File: src/rtl/fft_pkg.sv
// Shared types for the in-place radix-2 DIT FFT sequencer: packed complex word,
// FSM state encoding and the per-stage halving used when FFT_SCALE_EN is defined.
package fft_pkg;

  typedef struct packed {
    logic [15:0] re;
    logic [15:0] im;
  } cplx_t;

  typedef enum logic [1:0] {
    ST_IDLE,
    ST_RUN,
    ST_DRAIN,
    ST_FINISH
  } fft_state_t;

  // Arithmetic shift right by one on each 16-bit half, so every stage divides by two.
  function automatic cplx_t cplxHalve(input cplx_t x);
    cplx_t y;
    y.re = $signed(x.re) >>> 1;
    y.im = $signed(x.im) >>> 1;
    return y;
  endfunction

endpackage

File: src/rtl/fft_addr_gen.sv
// Combinational operand/twiddle address generator for stage s, butterfly k of an
// in-place radix-2 DIT FFT over bit-reversed input.
module fft_addr_gen
  import fft_pkg::*;
#(
  parameter int LOG2N = 4,
  parameter int AW    = LOG2N
) (
  input  logic [AW-1:0]    i_stage,
  input  logic [LOG2N-2:0] i_k,
  output logic [AW-1:0]    o_addrA,
  output logic [AW-1:0]    o_addrB,
  output logic [LOG2N-2:0] o_twAddr
);

  localparam int KW = LOG2N - 1;

  logic [KW-1:0] w_mask;
  logic [KW-1:0] w_pos;
  logic [KW-1:0] w_group;
  logic [AW-1:0] w_stagePlus1;
  logic [AW-1:0] w_twShift;
  logic [AW-1:0] w_addrA;

  // In the last stage the all-ones shift leaves zero, so the mask covers all of k.
  always_comb begin
    w_mask       = ~({KW{1'b1}} << i_stage);
    w_pos        = i_k & w_mask;
    w_group      = i_k >> i_stage;
    w_stagePlus1 = i_stage + AW'(1);
    w_twShift    = AW'(LOG2N - 1) - i_stage;
    w_addrA      = (AW'(w_group) << w_stagePlus1) | AW'(w_pos);
    o_addrA      = w_addrA;
    o_addrB      = w_addrA + (AW'(1) << i_stage);
    o_twAddr     = w_pos << w_twShift;
  end

endmodule

File: src/rtl/fft_stage_sequencer.sv
// Sequences all LOG2N radix-2 stages over memory: issue, butterfly, registered writeback.
// Define FFT_SCALE_EN to halve each result half per stage before writeback.
module fft_stage_sequencer
  import fft_pkg::*;
#(
  parameter int N     = 16,
  parameter int LOG2N = 4,
  parameter int AW    = LOG2N
) (
  input  logic             clk,
  input  logic             rst_n,
  input  logic             start,
  output logic             busy,
  output logic             done,
  output logic             rd_en,
  output logic [AW-1:0]    rd_addr_a,
  output logic [AW-1:0]    rd_addr_b,
  output logic [LOG2N-2:0] tw_addr,
  input  logic [31:0]      rd_data_a,
  input  logic [31:0]      rd_data_b,
  input  logic [31:0]      tw_data,
  output logic [31:0]      bf_a,
  output logic [31:0]      bf_b,
  output logic [31:0]      bf_w,
  input  logic [31:0]      bf_out1,
  input  logic [31:0]      bf_out2,
  output logic             wr_en,
  output logic [AW-1:0]    wr_addr_a,
  output logic [AW-1:0]    wr_addr_b,
  output logic [31:0]      wr_data_a,
  output logic [31:0]      wr_data_b
);

  localparam int KW = LOG2N - 1;
  localparam logic [KW-1:0] K_LAST     = KW'(N / 2 - 1);
  localparam logic [AW-1:0] STAGE_LAST = AW'(LOG2N - 1);

  fft_state_t    r_state;
  fft_state_t    w_stateNext;
  logic [AW-1:0] r_stage;
  logic [AW-1:0] w_stageNext;
  logic [KW-1:0] r_k;
  logic [KW-1:0] w_kNext;
  logic          r_drain;
  logic          w_drainNext;
  logic          w_rdEn;
  logic          w_busy;
  logic          w_done;

  logic [AW-1:0] w_genA;
  logic [AW-1:0] w_genB;
  logic [KW-1:0] w_genTw;

  logic          r_rdValid;
  logic [AW-1:0] r_rdAddrA;
  logic [AW-1:0] r_rdAddrB;
  logic          r_wrEn;
  logic [AW-1:0] r_wrAddrA;
  logic [AW-1:0] r_wrAddrB;
  cplx_t         r_wrDataA;
  cplx_t         r_wrDataB;
  cplx_t         w_out1;
  cplx_t         w_out2;

  fft_addr_gen #(
    .LOG2N(LOG2N),
    .AW   (AW)
  ) u_addrGen (
    .i_stage (r_stage),
    .i_k     (r_k),
    .o_addrA (w_genA),
    .o_addrB (w_genB),
    .o_twAddr(w_genTw)
  );

  always_ff @(posedge clk or negedge rst_n) begin
    if (!rst_n) begin
      r_state <= ST_IDLE;
      r_stage <= '0;
      r_k     <= '0;
      r_drain <= 1'b0;
    end else begin
      r_state <= w_stateNext;
      r_stage <= w_stageNext;
      r_k     <= w_kNext;
      r_drain <= w_drainNext;
    end
  end

  // The two DRAIN cycles let the final write of a stage land before the next stage reads.
  always_comb begin
    w_stateNext = r_state;
    w_stageNext = r_stage;
    w_kNext     = r_k;
    w_drainNext = r_drain;
    w_rdEn      = 1'b0;
    w_busy      = 1'b0;
    w_done      = 1'b0;
    unique case (r_state)
      ST_IDLE: begin
        if (start) begin
          w_stateNext = ST_RUN;
          w_stageNext = '0;
          w_kNext     = '0;
        end
      end
      ST_RUN: begin
        w_rdEn = 1'b1;
        w_busy = 1'b1;
        if (r_k == K_LAST) begin
          w_stateNext = ST_DRAIN;
          w_drainNext = 1'b0;
        end else begin
          w_kNext = r_k + KW'(1);
        end
      end
      ST_DRAIN: begin
        w_busy = 1'b1;
        if (!r_drain) begin
          w_drainNext = 1'b1;
        end else if (r_stage == STAGE_LAST) begin
          w_stateNext = ST_FINISH;
        end else begin
          w_stateNext = ST_RUN;
          w_stageNext = r_stage + AW'(1);
          w_kNext     = '0;
        end
      end
      ST_FINISH: begin
        w_done      = 1'b1;
        w_stateNext = ST_IDLE;
      end
      default: w_stateNext = ST_IDLE;
    endcase
  end

`ifdef FFT_SCALE_EN
  assign w_out1 = cplxHalve(bf_out1);
  assign w_out2 = cplxHalve(bf_out2);
`else
  assign w_out1 = bf_out1;
  assign w_out2 = bf_out2;
`endif

  // Write addresses trail the read addresses by two cycles; data is captured while the butterfly settles.
  always_ff @(posedge clk or negedge rst_n) begin
    if (!rst_n) begin
      r_rdValid <= 1'b0;
      r_rdAddrA <= '0;
      r_rdAddrB <= '0;
      r_wrEn    <= 1'b0;
      r_wrAddrA <= '0;
      r_wrAddrB <= '0;
      r_wrDataA <= '0;
      r_wrDataB <= '0;
    end else begin
      r_rdValid <= w_rdEn;
      r_rdAddrA <= rd_addr_a;
      r_rdAddrB <= rd_addr_b;
      r_wrEn    <= r_rdValid;
      if (r_rdValid) begin
        r_wrAddrA <= r_rdAddrA;
        r_wrAddrB <= r_rdAddrB;
        r_wrDataA <= w_out1;
        r_wrDataB <= w_out2;
      end
    end
  end

  assign busy      = w_busy;
  assign done      = w_done;
  assign rd_en     = w_rdEn;
  assign rd_addr_a = w_rdEn ? w_genA  : '0;
  assign rd_addr_b = w_rdEn ? w_genB  : '0;
  assign tw_addr   = w_rdEn ? w_genTw : '0;

  assign bf_a = rd_data_a;
  assign bf_b = rd_data_b;
  assign bf_w = tw_data;

  assign wr_en     = r_wrEn;
  assign wr_addr_a = r_wrAddrA;
  assign wr_addr_b = r_wrAddrB;
  assign wr_data_a = r_wrDataA;
  assign wr_data_b = r_wrDataB;

endmodule

File: config.mk
export PLATFORM = sky130hd
export DESIGN_NAME = fft_stage_sequencer
export DESIGN_NICKNAME = d
export VERILOG_FILES = /design/src/rtl/fft_pkg.sv /design/src/rtl/fft_addr_gen.sv /design/src/rtl/fft_stage_sequencer.sv
export SDC_FILE = /design/constraint.sdc
export NUM_CORES = 1
export LEC_CHECK = 0
export CAP_MARGIN = 10
export CORE_AREA = 4 4 132 134
export DETAILED_ROUTE_END_ITERATION = 16
export DIE_AREA = 0 0 136 138
export GPL_TIMING_DRIVEN = 0
export HOLD_SLACK_MARGIN = 0.08
export PLACE_DENSITY = 0.72
export SYNTH_ARGS = -nofsm -noshare
export SYNTH_HDL_FRONTEND = slang
export SYNTH_SLANG_ARGS = --single-unit
export TNS_END_PERCENT = 30
File: constraint.sdc
create_clock -name clk -period 2.84 [get_ports clk]
set_input_delay 0.426 -clock clk [delete_from_list [all_inputs] [get_ports clk]]
set_output_delay 0.426 -clock clk [all_outputs]
set_load 0.005 [all_outputs]
==> run metrics, run 1 <==
Die Wd=~140 um; Syn Nets=~560; CP Buf/Inv Count=1; violations in the final reports=negative setup slack; Clk pwr share=about two fifths; total power draw=~3.2 mW; layout cells sized above 1=between 30% and 40%; RSZ-0062 raised after global routing=yes; Setup TNS=-0.763 ns; Vias/cell=around 4.4; r2r worst-path depth=10; FMAX=approximately 0.31 GHz; Syn Area/Cell=~12 um2; # DRC=0; Arrival @ worst endpoint=between 2 and 3 ns; CTS root buf=clkbuf_16; Sw Pwr=between 0.6 and 0.7 mW; Iter 0 DRT Violations=76; Yosys cell types=44; Post-synth EDFFs=0; critical path's top delay family=compound AO/OA/AOI/OAI gates; max-cap violations=0; register share of total power=a little over two fifths; CTS tree=yes; crit path launch=r_stage[1]; VDD IR-drop max=~0.28 mV; Port Buffers=about 250; Post-Route WL=16.1 mm; CP Capture Type=primary output; setup ws final=-0.411 ns; CP max-delay cell=dfrtp_2; Hold WS=0.0803 ns; CP cell instances=ha_4 -> nor3_4 -> nand2b_4 -> o31ai_4 -> ha_1 -> a21o_1 -> a21oi_4 -> a2111oi_2 -> a311o_1 -> buf_2; CTS Hold Buffers Added=0; Critical Path Source Type=flip-flop; FP Rows=47; Crit path depth=10; initial core utilization=between 20% and 30%; clock tree sinks=~90; Period minus WS final=3.25 ns; Crit Path Class=reg2out; Mapped Area=approximately 4700 um2; CTS max path bufs=2; largest net degree at the start of global routing=between 50 and 60; Initial DRT Pass Iterations=4; total track usage=16.2%; initial antenna violation count=1; Sw Ratio=between 10% and 20%; TritonCTS buffer count=9; required time worst endpoint=around 2.4 ns; final hold violations=0; Antenna Violating Nets Remaining=0; hold crit path type=in2async; gp weighted congestion=a little under 0.9; number of nets in the layout=slightly above 800; later-pin clock latency in the skew report=between 0.3 and 0.4 ns; asr flop ratio synth=between 90% and 100%; first-pass GRT wire length=roughly 24 mm; Pleak=between 3 and 4 nW; Top FF cell, synth=dfrtp_1; Post-Synthesis Cells=386; CP max FO=4; total number of vias=a little under 4k; combinational share of power=between 10% and 20%; H-tree levels=3; wire per inst=approximately 18 um; PD cells=around 400 nW/um2; post-DP HPWL=~13 mm; Die Height=138 um; final worst-path cycle share=114%; Ys Warns=0; vias in the first global route=around 4.2k; Area Growth Syn to Fin=70.8%; status=finished, violations left; clk slew on worst S/H paths=about 0.06 ns; IO Count=about 350; area share of the largest cell type after synthesis=between 40% and 50%; post-synthesis sequential area ratio=roughly half; final global-route overflow total=0; endpoints failing setup=3; clock skew=about 0.0073 ns; synth top area cells=dfrtp_1, mux2_2, buf_4; Slew Limit Headroom=between 50% and 60%; Power Internal=around 2.6 mW; post-synth top area cell=dfrtp_1; Crit Reg-Reg Startpoint=r_stage[1]; Synth Register Bits=92; Worst-Margin Slew=0.603 ns; Max Slew Vio Count=0; core region area=roughly 16000 um2; die area=~19000 um2; slowest stage delay, CP=0.43 ns
-- cells in the mapped netlist (2+ instances only) --
master	instances
a21o_1	3
a21oi_1	8
a31oi_1	2
and2_1	6
and3_1	5
and4_1	2
buf_2	9
buf_4	96
buf_6	2
clkbuf_1	6
dfrtp_1	92
ha_1	11
inv_1	8
mux2_2	74
nand2_1	7
nand2b_1	2
nand3_1	7
nand3b_1	2
nand4_1	2
nor2_1	8
nor2b_1	2
nor3_1	2
nor4b_1	2
o21ai_0	7
o31ai_1	2
-- through the flow --
step                      util [%]  std cells  cell area (um2)  setup slack [ns]
after floorplan                  -        386             4690            0.0376
after global placement        45.8        855             7450             -1.91
after detailed placement      45.9        856             7480            -0.823
after CTS                     48.6        877             7920            -0.361
after global routing          49.1        881             8000            -0.546
final                         49.1        881             8000            -0.411
-- routing by layer --
layer / vias up / wire, um / track usage (%)
li1: 1763 / - / -
met1: 1857 / 5620 / 16.8
met2: 228 / 8250 / 28.6
met3: 22 / 1830 / 7.38
met4: 0 / 360 / 5.78
met5: - / 0 / 0
-- timing repair --
action	4_1_cts	5_1_grt
endpoints found under the setup margin	12	9
pin swaps	7	10
gates resized for setup	35	10
hold endpoints to repair	0	0
buffers inserted	5	4
-- state kept, by name, indices dropped and copies added (netlist names) --
| name | count |
|---|---|
| wr_data_b | 32 |
| wr_en | 1 |
| r_state | 2 |
| r_rdValid | 1 |
| wr_data_a | 32 |
| r_k | 3 |
| wr_addr_a | 4 |
| r_rdAddrA | 4 |
| r_drain | 1 |
| r_rdAddrB | 4 |
| wr_addr_b | 4 |
| r_stage | 4 |
-- area by class of cell --
cell class | count | area [um2]
fillers | 1483 | 8290
clock inverters | 3 | 68.8
multi-input cells | 173 | 1650
inverters | 8 | 30.0
flip-flops and latches | 92 | 2300
clock buffers | 13 | 260
well taps | 220 | 275
diodes | 1 | 2.50
plain buffers | 112 | 815
repair buffers | 259 | 2590
-- cell usage in the layout, fill, tap and decap left out, types with 2 or more instances in the layout --
cell type / count
nor2_1: 8
clkdlybuf4s50_1: 241
dlymetal6s2s_1: 2
o21ai_0: 7
clkbuf_8: 2
a31oi_1: 2
dlygate4sd2_1: 2
nor2b_1: 2
and3_1: 5
clkbuf_4: 2
clkbuf_16: 9
a21o_1: 3
inv_1: 8
and2_1: 5
and4_1: 2
buf_6: 3
ha_4: 2
ha_1: 8
clkbuf_1: 5
nand3b_1: 2
buf_4: 105
nand3_1: 7
dfrtp_2: 2
buf_2: 10
dfrtp_1: 90
bufinv_16: 2
mux2_2: 74
a21oi_1: 7
nand4_1: 2
nand2_1: 7
-- kinds of logic after synthesis --
group	Yosys count	synth area share (%)
AO/OA/AOI/OAI	33	4.81
XOR/XNOR	2	0.374
adder cells (fa/ha/maj)	12	3.37
buffers and inverters	121	18.0
flip-flops	92	49.2
multiplexers	75	18.0
AND/OR/NAND/NOR	51	6.31
-- worst reg2reg max path, cell delays in order (launching register included) --
cell       delay [ns]
dfrtp_2          0.43
ha_4             0.19
nor3_4           0.26
nand2b_4         0.08
o31ai_4          0.27
ha_1             0.27
a21o_1           0.21
a21oi_4          0.20
a2111oi_2        0.05
a311o_1          0.37
buf_4            0.15
-- worst paths after layout --
| path | endpoint | slack [ns] |
|---|---|---|
| setup / recovery | rd_addr_b[3] | -0.41 |
| hold / removal | wr_data_a[11] | 0.08 |
| setup reg to reg | r_rdAddrB[3] | 0.25 |
| hold reg to reg | wr_en | 0.38 |
| max in group asynchronous | wr_data_b[4] | 2.12 |
| min in group clk | wr_en | 0.38 |
-- power by group through the flow --
stage               logic, mW  clock network (mW)  registers (mW)
detailed placement      0.532                   0            1.41
global placement        0.524                   0            1.40
CTS                     0.537                1.35            1.38
floorplan               0.150                   0            1.41
global route            0.566                1.39            1.38
finish                  0.527                1.30            1.38
Power figures use the tool's default switching activity.
==> run 2: changes to the inputs <==
--- a/config.mk
+++ b/config.mk
@@ -7,6 +7,7 @@
 export LEC_CHECK = 0
 export CAP_MARGIN = 10
 export CORE_AREA = 4 4 132 134
+export CTS_CLUSTER_DIAMETER = 80
 export DETAILED_ROUTE_END_ITERATION = 16
 export DIE_AREA = 0 0 136 138
 export GPL_TIMING_DRIVEN = 0
==> results of run 2 <==
The final DEF is identical to that of run 1; final timing and power are the same.
==> run 3: changes to the inputs <==
--- a/config.mk
+++ b/config.mk
@@ -12,7 +12,7 @@
 export DIE_AREA = 0 0 136 138
 export GPL_TIMING_DRIVEN = 0
 export HOLD_SLACK_MARGIN = 0.08
-export PLACE_DENSITY = 0.72
+export PLACE_DENSITY = 0.7
 export SYNTH_ARGS = -nofsm -noshare
 export SYNTH_HDL_FRONTEND = slang
 export SYNTH_SLANG_ARGS = --single-unit
==> constraint.sdc (replaced) <==
create_clock -name clk -period 3.49 [get_ports clk]
set_input_delay 0.5235 -clock clk [delete_from_list [all_inputs] [get_ports clk]]
set_output_delay 0.5235 -clock clk [all_outputs]
set_load 0.005 [all_outputs]
==> run 3 against run 2 <==
Compared with the run above:
- the flow now finishes without violations
- clock power is 28% lower
- count of clock-buffer cells in the layout fell by 2
- sequential cell count unchanged
- clock skew down 0.0025 ns
- sequential power shrank 19%
- via count is 0.10% lower
- worst setup slack improved by 0.55 ns
- core utilization down 0.61 points
- sequential share of layout area grew 0.34 points
- final area is 1.2% lower
- non-clock buffer count increased by 1
- routed wire length rose by 2.9%
==> run metrics, run 3 (synthesis results as in run 1) <==
endpoints failing setup=0 (was 3); Register Area=2300 um2 (about the same); CTS tree=yes (unchanged); clock skew=0.00489 ns (was 0.00735 ns); die area=18800 um2 (unchanged); status=finished, final reports clean (was finished, violations left); first-pass GRT wire length=24.8 mm (was 23.8 mm); r2r worst-path depth=10 (unchanged); clock tree sinks=92 (unchanged); FILL cells=1479 (was 1483); layout cells sized above 1=33.3% (was 34.7%); PD cells=315 nW/um2 (was 401 nW/um2); vias in the first global route=4340 (was 4224); Crit Reg-Reg Startpoint=r_stage[1] (unchanged); Worst-Margin Slew=0.530 ns (was 0.603 ns); IO Count=346 (unchanged); hold crit path type=reg2reg (was in2async); Reg-to-Reg End=r_rdAddrB[3] (unchanged); most common cell after layout, fill and taps aside=clkdlybuf4s50_1 (unchanged); gp weighted congestion=0.865 (was 0.871); required time worst endpoint=2.97 ns (was 2.41 ns); FP Rows=47 (unchanged); number of nets in the layout=831 (was 830); slowest stage delay, CP=0.43 ns (about the same); initial core utilization=28.7% (unchanged); placed cell area=7470 um2 (was 7480 um2); VDD IR-drop max=0.219 mV (was 0.283 mV); core region area=16300 um2 (unchanged); Slew Limit Headroom=64.7% (was 59.8%); max-cap violations=0 (unchanged); Vias/cell=4.39 (about the same); Port Buffers=249 (unchanged); crit path to=rd_addr_b[3] (unchanged); later-pin clock latency in the skew report=0.33 ns (was 0.34 ns); CP Capture Type=primary output (unchanged); post-DP HPWL=13.4 mm (was 13.0 mm); clk slew on worst S/H paths=0.06 ns (about the same); CP max FO=6 (was 4); # DRC=0 (unchanged); Antenna Violating Nets Remaining=0 (unchanged); final global-route overflow total=0 (unchanged); TritonCTS buffer count=9 (unchanged); FMAX=between 0.2 and 0.3 GHz; Period minus WS final=~3.3 ns; wire per inst=18.8 um (was 18.2 um); CTS root buf=clkbuf_16 (unchanged); CP max-delay cell=dfrtp_1 (was dfrtp_2); flop-to-flop setup slack=0.91 ns (was 0.25 ns); H-tree levels=3 (unchanged); crit path launch=r_stage[1] (unchanged); Max Slew Vio Count=0 (unchanged); n_diodes=0 (was 1); Die Wd=136 um (unchanged); Post-Route WL=16.5 mm (was 16.1 mm); Post-Layout Inst Area=7900 um2 (was 8000 um2); Hold WS=0.389 ns (was 0.0803 ns); Pleak=3.43 nW (was 3.51 nW); Initial DRT Pass Iterations=4 (unchanged); Arrival @ worst endpoint=2.82 ns (was 2.83 ns); Area Growth Syn to Fin=68.7% (was 70.8%); final hold violations=0 (unchanged); initial antenna violation count=0 (was 1); Setup TNS=0 ns (was -0.763 ns); largest net degree at the start of global routing=75 (was 52); CP cell instances=or3_1 -> buf_6 -> nor4b_4 -> o22a_2 -> ha_2 -> a21o_1 -> a21oi_2 -> and4_1 -> a311o_1 -> buf_2 (was ha_4 -> nor3_4 -> nand2b_4 -> o31ai_4 -> ha_1 -> a21o_1 -> a21oi_4 -> a2111oi_2 -> a311o_1 -> buf_2); commonest non-fill, non-tap cells in the layout=clkdlybuf4s50_1, buf_4, dfrtp_1, mux2_2 (was clkdlybuf4s50_1, buf_4, dfrtp_1, mux2_2, buf_2); final worst-path cycle share=95.9%; multi-input logic area=1600 um2 (was 1650 um2); Critical Path Source Type=flip-flop (unchanged); Crit Path Class=reg2out (unchanged); total number of vias=3866 (was 3870); Iter 0 DRT Violations=90 (was 76); CTS max path bufs=2 (unchanged); total track usage=17.1% (was 16.2%); Die Height=138 um (unchanged)
run 3: metal layers:
metal	routed length, um	vias to the layer above	track usage, %
met2	8730	202	31.2
li1	-	1768	-
met1	5770	1878	17.6
met4	333	0	4.56
met5	0	-	0
met3	1700	18	7.56
run 3: report_power, final:
part | internal (mW) | switching (mW)
logic | 0.317 | 0.115
clock network | 0.522 | 0.412
registers | 1.10 | 0.0188
run 3: area by class of cell:
cell class	count	area share, %
Buffer	113	10.4
Clock inverter	5	0.428
Timing Repair Buffer	259	32.7
Tap cell	220	3.48
Inverter	8	0.380
Clock buffer	11	3.20
Multi-Input combinational cell	173	20.3
Sequential cell	92	29.2
run 3: per-stage QoR:
stage / power, mW / std cells / worst slack (ns) / util, %
after floorplan: 1.27 / 386 / 0.499 / -
after global placement: 1.57 / 855 / -1.32 / 45.7
after detailed placement: 1.58 / 856 / -0.460 / 45.9
after CTS: 2.54 / 879 / 0.000262 / 48.2
after global routing: 2.61 / 881 / -0.0129 / 48.5
final: 2.49 / 881 / 0.143 / 48.5
run 3: worst min path at each step:
stage	depth (start not counted)	end	slack [ns]	startpoint
after detailed placement	0	wr_en	0.37	r_rdValid
after floorplan	0	r_drain	0.23	rst_n
after global placement	0	wr_en	0.36	r_rdValid
after global routing	0	wr_en	0.41	r_rdValid
final	0	wr_en	0.39	r_rdValid
after CTS	0	wr_en	0.39	r_rdValid
run 3: timing repair:
item                                   CTS  global route
endpoints found under the hold margin   18             0
gates resized for setup                 17             5
hold buffers                             1             0
setup buffers                            6             2
pin swaps                                5             3
setup endpoints to repair                3             1
run 3: worst max-delay path: cells and delay by family (launching register included):
kind,cells,cell delay [ns]
AOI/OAI and AO/OA,4,0.71
adders and majority gates,1,0.18
buffers and inverters,2,0.30
DFF,1,0.43
and+or+nand+nor,3,0.87
